File: src/rtl/boot_pkg.sv
// Shared definitions for the UART boot loader.
//   boot_state_e : loader FSM states
//   MAGIC        : frame start byte
//   ACK / NAK    : response bytes returned to the host
package boot_pkg;

    typedef enum logic [2:0] {
        IDLE,
        LEN_LO,
        LEN_HI,
        DATA,
        CSUM,
        RESP,
        RUN
    } boot_state_e;

    localparam logic [7:0] MAGIC = 8'hA5;
    localparam logic [7:0] ACK   = 8'h06;
    localparam logic [7:0] NAK   = 8'h15;

endpackage

File: src/rtl/boot_word_packer.sv
// Assembles little-endian payload bytes into 32-bit program words.
//   clk, n_reset : clock, asynchronous active-low reset
//   clear        : restart at byte lane 0 (pulsed on entry to payload phase)
//   byte_valid   : accept byte_data into the current lane
//   byte_data    : payload byte
//   last_lane    : current lane is lane 3 (next accepted byte completes a word)
//   word         : assembled word
//   word_valid   : one-cycle pulse the cycle after the 4th byte is accepted
module boot_word_packer (
    input  logic        clk,
    input  logic        n_reset,
    input  logic        clear,
    input  logic        byte_valid,
    input  logic [7:0]  byte_data,
    output logic        last_lane,
    output logic [31:0] word,
    output logic        word_valid
);

    logic [1:0] lane;

    assign last_lane = (lane == 2'd3);

    always_ff @(posedge clk or negedge n_reset) begin
        if (!n_reset) begin
            lane       <= 2'd0;
            word       <= 32'd0;
            word_valid <= 1'b0;
        end else begin
            word_valid <= 1'b0;
            if (clear) begin
                lane <= 2'd0;
            end else if (byte_valid) begin
                word[{lane, 3'b000} +: 8] <= byte_data;
                lane                      <= lane + 2'd1;
                word_valid                <= last_lane;
            end
        end
    end

endmodule

File: src/rtl/uart_boot_loader.sv
// UART boot loader: receives a framed program image, writes it into program
// memory, answers ACK/NAK and then releases the CPU, after which the UART is
// handed over to the CPU.
// Frame: A5, count_lo, count_hi, count*4 payload bytes (LE words), checksum.
//   clk, n_reset                         : clock, async active-low reset
//   rx_valid, rx_data                    : byte strobe from the UART receiver
//   tx_valid, tx_data, tx_ready          : byte handshake to the UART transmitter
//   cpu_rx_valid, cpu_rx_data            : received bytes forwarded to the CPU (RUN)
//   cpu_tx_valid, cpu_tx_data, cpu_tx_ready : CPU transmit handshake (RUN)
//   mem_we, mem_addr, mem_wdata          : program memory write port
//   cpu_reset                            : active-high CPU reset, low only in RUN
//   busy                                 : frame in progress (not IDLE / RUN)
//   dbg_state                            : current FSM state
// Handshake: a byte moves on tx in every cycle where tx_valid and tx_ready are
// both high; once raised by the loader, tx_valid and tx_data hold until then.
module uart_boot_loader
    import boot_pkg::*;
#(
    parameter int ADDR_W  = 9,
    parameter int TIMEOUT = 10_000_000
) (
    input  logic              clk,
    input  logic              n_reset,
    input  logic              rx_valid,
    input  logic [7:0]        rx_data,
    output logic              tx_valid,
    output logic [7:0]        tx_data,
    input  logic              tx_ready,
    output logic              cpu_rx_valid,
    output logic [7:0]        cpu_rx_data,
    input  logic              cpu_tx_valid,
    input  logic [7:0]        cpu_tx_data,
    output logic              cpu_tx_ready,
    output logic              mem_we,
    output logic [ADDR_W-1:0] mem_addr,
    output logic [31:0]       mem_wdata,
    output logic              cpu_reset,
    output logic              busy,
    output boot_state_e       dbg_state
);

    localparam int          CNT_W     = $clog2(TIMEOUT + 1);
    localparam int unsigned MAX_WORDS = 32'd1 << ADDR_W;

    boot_state_e       state, next_state;
    logic [7:0]        len_lo;
    logic [15:0]       count;
    logic [ADDR_W-1:0] addr;
    logic [7:0]        sum;
    logic [7:0]        resp_byte;
    logic [CNT_W-1:0]  to_cnt;

    logic [15:0] len_full;
    logic        len_ok;
    logic        data_entry;
    logic        timed;
    logic        to_expire;
    logic        pk_valid;
    logic        last_lane;
    logic        last_word;
    logic        run;

    assign len_full   = {rx_data, len_lo};
    assign len_ok     = (len_full != 16'd0) && (32'(len_full) <= MAX_WORDS);
    assign data_entry = (state == LEN_HI) && rx_valid && len_ok;
    assign pk_valid   = (state == DATA) && rx_valid;
    assign last_word  = (32'(addr) == (32'(count) - 32'd1));

    assign timed     = (state == LEN_LO) || (state == LEN_HI) ||
                       (state == DATA)   || (state == CSUM);
    // Leave on the edge where the idle counter reaches TIMEOUT.
    assign to_expire = timed && !rx_valid && (to_cnt == CNT_W'(TIMEOUT - 1));

    boot_word_packer u_packer (
        .clk        (clk),
        .n_reset    (n_reset),
        .clear      (data_entry),
        .byte_valid (pk_valid),
        .byte_data  (rx_data),
        .last_lane  (last_lane),
        .word       (mem_wdata),
        .word_valid (mem_we)
    );

    always_ff @(posedge clk or negedge n_reset) begin
        if (!n_reset) begin
            state <= IDLE;
        end else begin
            state <= next_state;
        end
    end

    always_comb begin
        next_state = state;
        case (state)
            IDLE:    if (rx_valid && rx_data == MAGIC) next_state = LEN_LO;
            LEN_LO:  if (rx_valid) next_state = LEN_HI;
            LEN_HI:  if (rx_valid) next_state = len_ok ? DATA : RESP;
            DATA:    if (rx_valid && last_lane && last_word) next_state = CSUM;
            CSUM:    if (rx_valid) next_state = RESP;
            RESP:    if (tx_ready) next_state = (resp_byte == ACK) ? RUN : IDLE;
            RUN:     next_state = RUN;
            default: next_state = IDLE;
        endcase
        if (to_expire) begin
            next_state = IDLE;
        end
    end

    always_ff @(posedge clk or negedge n_reset) begin
        if (!n_reset) begin
            len_lo    <= 8'd0;
            count     <= 16'd0;
            addr      <= '0;
            sum       <= 8'd0;
            resp_byte <= 8'd0;
            to_cnt    <= '0;
        end else begin
            if (!timed || rx_valid) begin
                to_cnt <= '0;
            end else begin
                to_cnt <= to_cnt + 1'b1;
            end

            if (state == LEN_LO && rx_valid) begin
                len_lo <= rx_data;
            end
            if (state == LEN_HI && rx_valid) begin
                count <= len_full;
                if (!len_ok) begin
                    resp_byte <= NAK;
                end
            end

            if (data_entry) begin
                sum <= 8'd0;
            end else if (pk_valid) begin
                sum <= sum + rx_data;
            end

            // Address advances during the write pulse, so the pulse carries
            // the address of the word just assembled.
            if (data_entry) begin
                addr <= '0;
            end else if (mem_we) begin
                addr <= addr + 1'b1;
            end

            if (state == CSUM && rx_valid) begin
                resp_byte <= (rx_data == sum) ? ACK : NAK;
            end
        end
    end

    assign run          = (state == RUN);
    assign tx_valid     = run ? cpu_tx_valid : (state == RESP);
    assign tx_data      = run ? cpu_tx_data : resp_byte;
    assign cpu_tx_ready = run && tx_ready;
    assign cpu_rx_valid = run && rx_valid;
    assign cpu_rx_data  = rx_data;
    assign cpu_reset    = !run;
    assign busy         = (state != IDLE) && (state != RUN);
    assign mem_addr     = addr;
    assign dbg_state    = state;

endmodule

File: config.mk
export PLATFORM = sky130hd
export DESIGN_NAME = uart_boot_loader
export DESIGN_NICKNAME = d
export VERILOG_FILES = /design/src/rtl/boot_pkg.sv /design/src/rtl/boot_word_packer.sv /design/src/rtl/uart_boot_loader.sv
export SDC_FILE = /design/constraint.sdc
export NUM_CORES = 1
export LEC_CHECK = 0
export BUFFER_PORTS_ARGS = -buffer_cell sky130_fd_sc_hd__clkbuf_2
export CELL_PAD_IN_SITES_DETAIL_PLACEMENT = 0
export CELL_PAD_IN_SITES_GLOBAL_PLACEMENT = 1
export CORE_AREA = 2 2 133 135
export DETAILED_ROUTE_END_ITERATION = 10
export DIE_AREA = 0 0 135 137
export PLACE_DENSITY = 0.65
export SLEW_MARGIN = 20
export SYNTH_ARGS = -nofsm -noshare
export SYNTH_HDL_FRONTEND = slang
export SYNTH_SLANG_ARGS = --single-unit
File: constraint.sdc
create_clock -name clk -period 4.5 [get_ports clk]
set_input_delay 0.675 -clock clk [delete_from_list [all_inputs] [get_ports clk]]
set_output_delay 0.675 -clock clk [all_outputs]
set_load 0.05 [all_outputs]
==> results.md, run 1 <==
- Fin crit period: 3.23 ns
- IO Pins: 87
- Total global routing overflow: 0
- Worst R2R End: sum[7]$_DFFE_PN0P_
- Post-Syn Area: 5670 µm²
- Routability cong.: 0.800
- Gates resized, CTS repair: 0
- Vias per std cell: 5.04
- Max Fanout on Critical Path: 19
- Area grow syn2layout: 14.7%
- Leading area contributor after synthesis: dfrtp_1
- Worst-Margin Slew: 1.01 ns
- Util after Layout: 0.381
- Crit path DAT: 3.47 ns
- Final total power: 4.34 mW
- Worst Hold Class: primary input to async pin
- Post-synth ARST share: 1.00
- Initial antenna violation count: 0
- Synth Instances: 610
- DP HPWL: 9.80 mm
- Area post-placement: 6220 µm²
- Crit-path most repeated cell: nor2b_1
- Row count: 48
- FF-to-FF Start: dbg_state[1]$_DFFE_PN0P_
- Synth Net Count: 647
- Final setup vio count: 0
- EDFF count, synth: 0
- Lkg Pwr: 2.85 nW
- Floorplan Core Area: 17100 µm²
- Post-DR wirelength/cell: 15.3 µm
- Antenna Nets Post-Route: 0
- Synth area leaders: dfrtp_1, nand2_1, mux2_2
- NetSw: 2.03 mW
- P_int: 2.31 mW
- Die Y: 137 µm
- Clk pwr share: 0.174
- Comb power frac: 0.455
- Post-CTS setup buffer count: 0
- ANT cells: 0
- Synth Area per Inst: 9.29 µm²
- CP max-delay cell: nor2b_1
- Cells along the critical path: nor2b_1 > and2_1 > nor2b_1 > nand3b_1 > o41ai_1 > a31o_2
- Fmax: 310 MHz
- Outcome: finished, final reports clean
- Area share of the largest cell type after synthesis: 0.468
- Final worst path period share: 0.717
- Switching share of power: 0.467
- Buffers on Ports: 86
- Vias in the first global route: 4390
- Worst setup margin: 1.27 ns
- CTS tree: yes
- CTS Hold Bufs: 0
- Worst hold slack: 0.352 ns
- Fin. max-slew vios: 0
- Sequential share of power: 0.371
- Library cells used by synthesis: 63
- DP Worst Slack: 1.25 ns
- DR pass1 iterations: 4
- CTS Buf Count: 9
- CP Capture Type: flip-flop
- Root Buffer: clkbuf_16
- Total GRT Usage: 0.157
- CTS sink cnt: 106
- H-tree Lvls: 3
- WP data required: 4.75 ns
- Die area: 18500 µm²
- RSZ-0062 raised after global routing: no
- DR vias: 4545
- Drc violations: 0
- Clock transition at path regs: 0.07 ns
- Worst-case clock skew: 0.00873 ns
- Crit-path max cell delay: 0.73 ns
- Number of DRC markers in iteration 0: 269
- Crit path launch type: flip-flop
- Yosys warnings: 0
- Final Instance Area: 6500 µm²
- PwrDens: 668 nW/µm²
- Reg2reg path depth: 6
- First-pass GRT wire length: 22.8 mm
- WL final: 13.8 mm
- Clock Path Buffers: 2
- Setup Crit Path Kind: flip-flop to flip-flop
- Synth Flop Type: dfrtp_1
- Die Span X: 135 µm
- Max_cap viols: 0
- R2R setup slack: 1.27 ns
- Skew-Pair Late Insertion Delay: 0.36 ns
- Total negative slack: 0 ns
- Final Hold Viols: 0
- Post-synthesis sequential area ratio: 0.468
- # nets final: 709
- Initial core utilization: 0.332
- Max VDD drop: 305 µV
- Non-filler cells, final: 902
- Pin count of the biggest net entering global routing: 85
- Placed Instances: 886
- Yosys reg bits: 106
- Layout cells sized above 1: 0.202
- Slew headroom: 0.325
## power by group through the flow
stage	combinational (mW)	sequential, mW	clock [mW]
2_1_floorplan	1.24	1.90	0
3_3_place_gp	1.97	1.61	0
3_5_place_dp	1.99	1.63	0
4_1_cts	1.99	1.61	0.788
5_1_grt	2.16	1.67	0.832
6_report	1.97	1.61	0.754
## critical path: cells and delay by family, from the launching register on
family / cells / cell delay [ns]
flops: 1 / 0.65
compound gates: 2 / 0.32
simple gates: 4 / 2.16
## layout make-up
cell class / count / area, µm²
repair buffers: 88 / 452
clock buffers: 11 / 243
clock inverters: 5 / 37.5
inverters: 18 / 67.6
fillers: 1722 / 10600
multi-input cells: 449 / 2770
well taps: 225 / 282
flip-flops and latches: 106 / 2650
## per-layer routing
metal | share of wire | up-vias | GRT usage
li1 | - | 2232 | -
met2 | 0.51 | 67 | 0.277
met3 | 0.034 | 8 | 0.0400
met5 | 0 | - | 0
met4 | 0.0074 | 0 | 0.0336
met1 | 0.45 | 2238 | 0.194
## Yosys cell counts (8+ instances only)
master,n
or3_1,11
nor2_1,51
ha_1,15
nor4_1,11
nand3_1,10
nand4_1,15
dfrtp_1,106
nand2_1,106
and3_1,11
buf_4,8
nor3_1,15
o21ai_0,47
a21oi_1,16
mux2_2,22
xor2_1,26
clkbuf_1,23
xnor2_1,13
inv_1,18
## cells by family after synthesis
logic type	Yosys count	synth area share
multiplexers	25	0.0499
buffers and inverters	55	0.0439
flip-flops	106	0.468
adder cells (fa/ha/maj)	16	0.0366
AND/OR/NAND/NOR	270	0.233
AO/OA/AOI/OAI	99	0.108
XOR/XNOR	39	0.0603
## registers in the layout (all words and copies together) (netlist names)
signal and cells:
u_packer.word 32, to_cnt 24, count 16, mem_addr 9, len_lo 8, sum 8, dbg_state 3, resp_byte 3
u_packer.lane 2, u_packer.word_valid 1
## cell usage in the layout, fill, tap and decap left out, types with 2 or more instances in the layout
master / netlist / layout
clkinvlp_4: 0 / 2
buf_4: 8 / 2
nor3b_1: 5 / 5
o21ai_0: 47 / 47
xnor2_1: 13 / 13
inv_1: 18 / 18
or4_1: 2 / 2
dfrtp_1: 106 / 106
nor2_1: 51 / 51
a21oi_1: 16 / 16
inv_6: 0 / 2
nor2b_1: 4 / 4
nor4bb_1: 2 / 2
nand3_1: 10 / 10
and4_1: 2 / 2
o22ai_1: 7 / 7
clkbuf_2: 0 / 85
o41ai_1: 4 / 4
nor4b_1: 2 / 2
or3_1: 11 / 11
mux2_2: 22 / 22
nor3_1: 15 / 15
nor4_1: 11 / 11
clkbuf_16: 0 / 9
o31ai_1: 3 / 3
xor2_1: 26 / 26
and3_1: 11 / 11
nand2b_1: 7 / 7
nand2_1: 106 / 106
a21o_1: 3 / 3
o21bai_1: 2 / 2
nand4_1: 15 / 15
or2_2: 3 / 3
ha_1: 15 / 15
nand3b_1: 4 / 4
mux2i_1: 2 / 2
a31oi_1: 2 / 2
## how the worst max path moves through the flow
stage                                         from                 end  slack, ns  cells after the start
after CTS                 dbg_state[1]$_DFFE_PN0P_  sum[7]$_DFFE_PN0P_       1.23                      6
final                     dbg_state[1]$_DFFE_PN0P_  sum[7]$_DFFE_PN0P_       1.27                      6
after global placement    dbg_state[1]$_DFFE_PN0P_  sum[7]$_DFFE_PN0P_       1.38                      6
after detailed placement  dbg_state[1]$_DFFE_PN0P_  sum[7]$_DFFE_PN0P_       1.25                      6
after floorplan           dbg_state[1]$_DFFE_PN0P_          tx_data[1]       1.40                      5
after global routing      dbg_state[1]$_DFFE_PN0P_  sum[7]$_DFFE_PN0P_       0.96                      6
Power figures use the tool's default switching activity.
==> inputs of run 2 (changes only) <==
==> constraint.sdc (replaced) <==
create_clock -name clk -period 3.1 [get_ports clk]
set_input_delay 0.465 -clock clk [delete_from_list [all_inputs] [get_ports clk]]
set_output_delay 0.465 -clock clk [all_outputs]
set_load 0.05 [all_outputs]
==> run 2 against run 1 <==
Sequential share of layout area fell by 1.0 points; largest cell class unchanged; worst hold slack got worse by 0.22 ns; non-clock buffer count rose by 18; clock power rose by 53%; cell area rose by 2.5%; sequential cell count did not move; register-to-register slack got worse by 1.0 ns; utilization rose by 0.95 points; routed wire length rose by 4.8%; sequential power rose by 46%; critical path type unchanged; combinational power rose by 50%; critical path depth rose by 3.
==> results.md, run 2 (synthesized netlist as in run 1, its figures left out) <==
- Clock transition at path regs: 0.08 ns (about the same)
- Initial antenna violation count: 0 (unchanged)
- Largest regs: u_packer.word x32, to_cnt x24, count x16
- Comb power frac: 0.457 (+0.002)
- Pin count of the biggest net entering global routing: 59 (-31%)
- Final setup vio count: 0 (unchanged)
- Slew headroom: 0.351 (+0.0258)
- Grt met1 use: 0.209 (+0.0143)
- Total global routing overflow: 0 (unchanged)
- First-pass GRT wire length: 23.9 mm (+4.9%)
- CP startpoint: count[0]$_DFFE_PN0P_
- DR vias: 4565 (+0.44%)
- Worst hold slack: 0.130 ns (-0.222 ns)
- Total GRT Usage: 0.164 (+0.00684)
- Worst R2R End: dbg_state[1]$_DFFE_PN0P_
- Max reg flops: 32 (unchanged)
- Vias in the first global route: 4546 (+3.6%)
- Most frequent cells in the layout: nand2_1, dfrtp_1, clkbuf_2, nor2_1, o21ai_0
- DP HPWL: 10.3 mm (+5.3%)
- Sequential share of power: 0.364 (-0.007)
- Worst Hold Class: primary input to async pin
- CTS tree: yes
- Area grow syn2layout: 17.5%
- Buffers on Ports: 86 (unchanged)
- CP endpoint: dbg_state[1]$_DFFE_PN0P_
- Total negative slack: 0 ns (unchanged)
- FF-to-FF Start: count[0]$_DFFE_PN0P_
- Vias per std cell: 4.97 (-1.4%)
- Largest Register: u_packer.word
- WP data required: 3.34 ns (-1.41 ns)
- Max_cap viols: 0 (unchanged)
- Routability cong.: 0.838 (+4.8%)
- Crit path launch type: flip-flop
- Worst-case clock skew: 0.0113 ns (+0.00253 ns)
- CTS Buf Count: 9 (unchanged)
- Clk pwr share: 0.179 (+0.005)
- R2R setup slack: 0.27 ns (-1.00 ns)
- Final Hold Viols: 0 (unchanged)
- CTS Hold Bufs: 0 (unchanged)
- Number of DRC markers in iteration 0: 221 (-18%)
- Floorplan Core Area: 17100 µm² (unchanged)
- DP Worst Slack: 0.292 ns (-0.956 ns)
- Util after Layout: 0.391 (+0.00954)
- Crit path DAT: 3.07 ns (-0.40 ns)
- NetSw: 2.98 mW (+47%)
- Met3 Use GR: 0.0344 (-0.00556)
- Reg2reg path depth: 9 (+3)
- Met2 global-route usage: 0.283 (+0.00536)
- Die Y: 137 µm (unchanged)
- # nets final: 727 (+2.5%)
- Max Fanout on Critical Path: 6 (-13)
- Row count: 48 (unchanged)
- DR pass1 iterations: 4 (unchanged)
- CTS sink cnt: 106 (unchanged)
- Post-CTS setup buffer count: 0 (unchanged)
- Drc violations: 0 (unchanged)
- H-tree Lvls: 3 (unchanged)
- Die area: 18500 µm² (unchanged)
- Lkg Pwr: 2.95 nW (+3.5%)
- Final worst path period share: 0.912 (+0.194)
- IO Pins: 87 (unchanged)
- Clock Path Buffers: 2 (unchanged)
- Worst setup margin: 0.274 ns (-0.998 ns)
- Worst-Margin Slew: 0.967 ns (-0.0439 ns)
- Post-DR wirelength/cell: 15.8 µm (+2.8%)
- Layout cells sized above 1: 0.223 (+0.0210)
- Antenna Nets Post-Route: 0 (unchanged)
- Fmax: 354 MHz (+14%)
- PwrDens: 968 nW/µm² (+45%)
- CP Capture Type: flip-flop
- Fin crit period: 2.83 ns (-0.402 ns)
- Fin. max-slew vios: 0 (unchanged)
- Setup Crit Path Kind: flip-flop to flip-flop
- P_int: 3.47 mW (+50%)
- Initial core utilization: 0.332 (unchanged)
- RSZ-0062 raised after global routing: no
- Busiest grt layer: met2
- Switching share of power: 0.462 (-0.00488)
- ANT cells: 0 (unchanged)
- Skew-Pair Late Insertion Delay: 0.35 ns (about the same)
- Die Span X: 135 µm (unchanged)
- WL final: 14.5 mm (+4.8%)
- Max VDD drop: 385 µV (+26%)
- Root Buffer: clkbuf_16
- Outcome: finished, final reports clean
==> run 2: changes by cell type in the layout (fill, tap and decap cells not counted), sizes merged <==
cell,previous run,this run
bufinv,0,1
clkinv,1,2
buf,3,21
clkinvlp,2,1
inv,20,19
clkbuf,96,95
==> run 2: metrics by stage <==
stage               area [µm²]  std cells  power [mW]
floorplan                 5670        610        4.55
global placement          6360        904        5.28
detailed placement        6360        904        5.33
CTS                       6660        919        6.52
global route              6660        919        6.92
finish                    6660        919        6.45
==> run 2: layout make-up <==
class                   instances  area [µm²]
clock inverters                 5        63.8
inverters                      18        67.6
multi-input cells             449        2770
flip-flops and latches        106        2650
repair buffers                106         596
fillers                      1758       10400
clock buffers                  10         229
well taps                     225         282
==> run 2: what timing repair did <==
item / CTS / global route
resized for setup: 0 / 1
endpoints found under the hold margin: 0 / 0
setup endpoints to repair: 0 / 1
==> run 2: worst min path at each step <==
stage                             startpoint                       endpoint  depth (start not counted)
6_report                             n_reset  u_packer.word[23]$_DFFE_PN0P_                          1
5_1_grt                              n_reset  u_packer.word[23]$_DFFE_PN0P_                          1
4_1_cts                              n_reset  u_packer.word[20]$_DFFE_PN0P_                          1
3_5_place_dp    u_packer.word[6]$_DFFE_PN0P_   u_packer.word[6]$_DFFE_PN0P_                          2
3_3_place_gp   u_packer.word[21]$_DFFE_PN0P_  u_packer.word[21]$_DFFE_PN0P_                          2
2_1_floorplan                        n_reset           count[0]$_DFFE_PN0P_                          0
==> run 2: metal layers <==
layer / wire length (µm) / up-vias
met4: 195 / 0
met5: 0 / -
met2: 7230 / 68
met3: 512 / 17
li1: - / 2268
met1: 6550 / 2212
==> run 2: power groups by stage <==
stage	sequential, mW	combinational [mW]	clock (mW)
2_1_floorplan	2.76	1.79	0
3_3_place_gp	2.36	2.93	0
3_5_place_dp	2.37	2.96	0
4_1_cts	2.35	2.97	1.20
5_1_grt	2.43	3.24	1.26
6_report	2.35	2.95	1.15
==> run 2: critical path, cell delays in order (launching register included) <==
cell and delay [ns]:
dfrtp_1 0.42, inv_1 0.11, ha_1 0.25, or4b_4 0.53, or3_1 0.36, a21o_1 0.18, a22oi_1 0.16, o2111a_1 0.25
or2_4 0.15, mux2_4 0.29
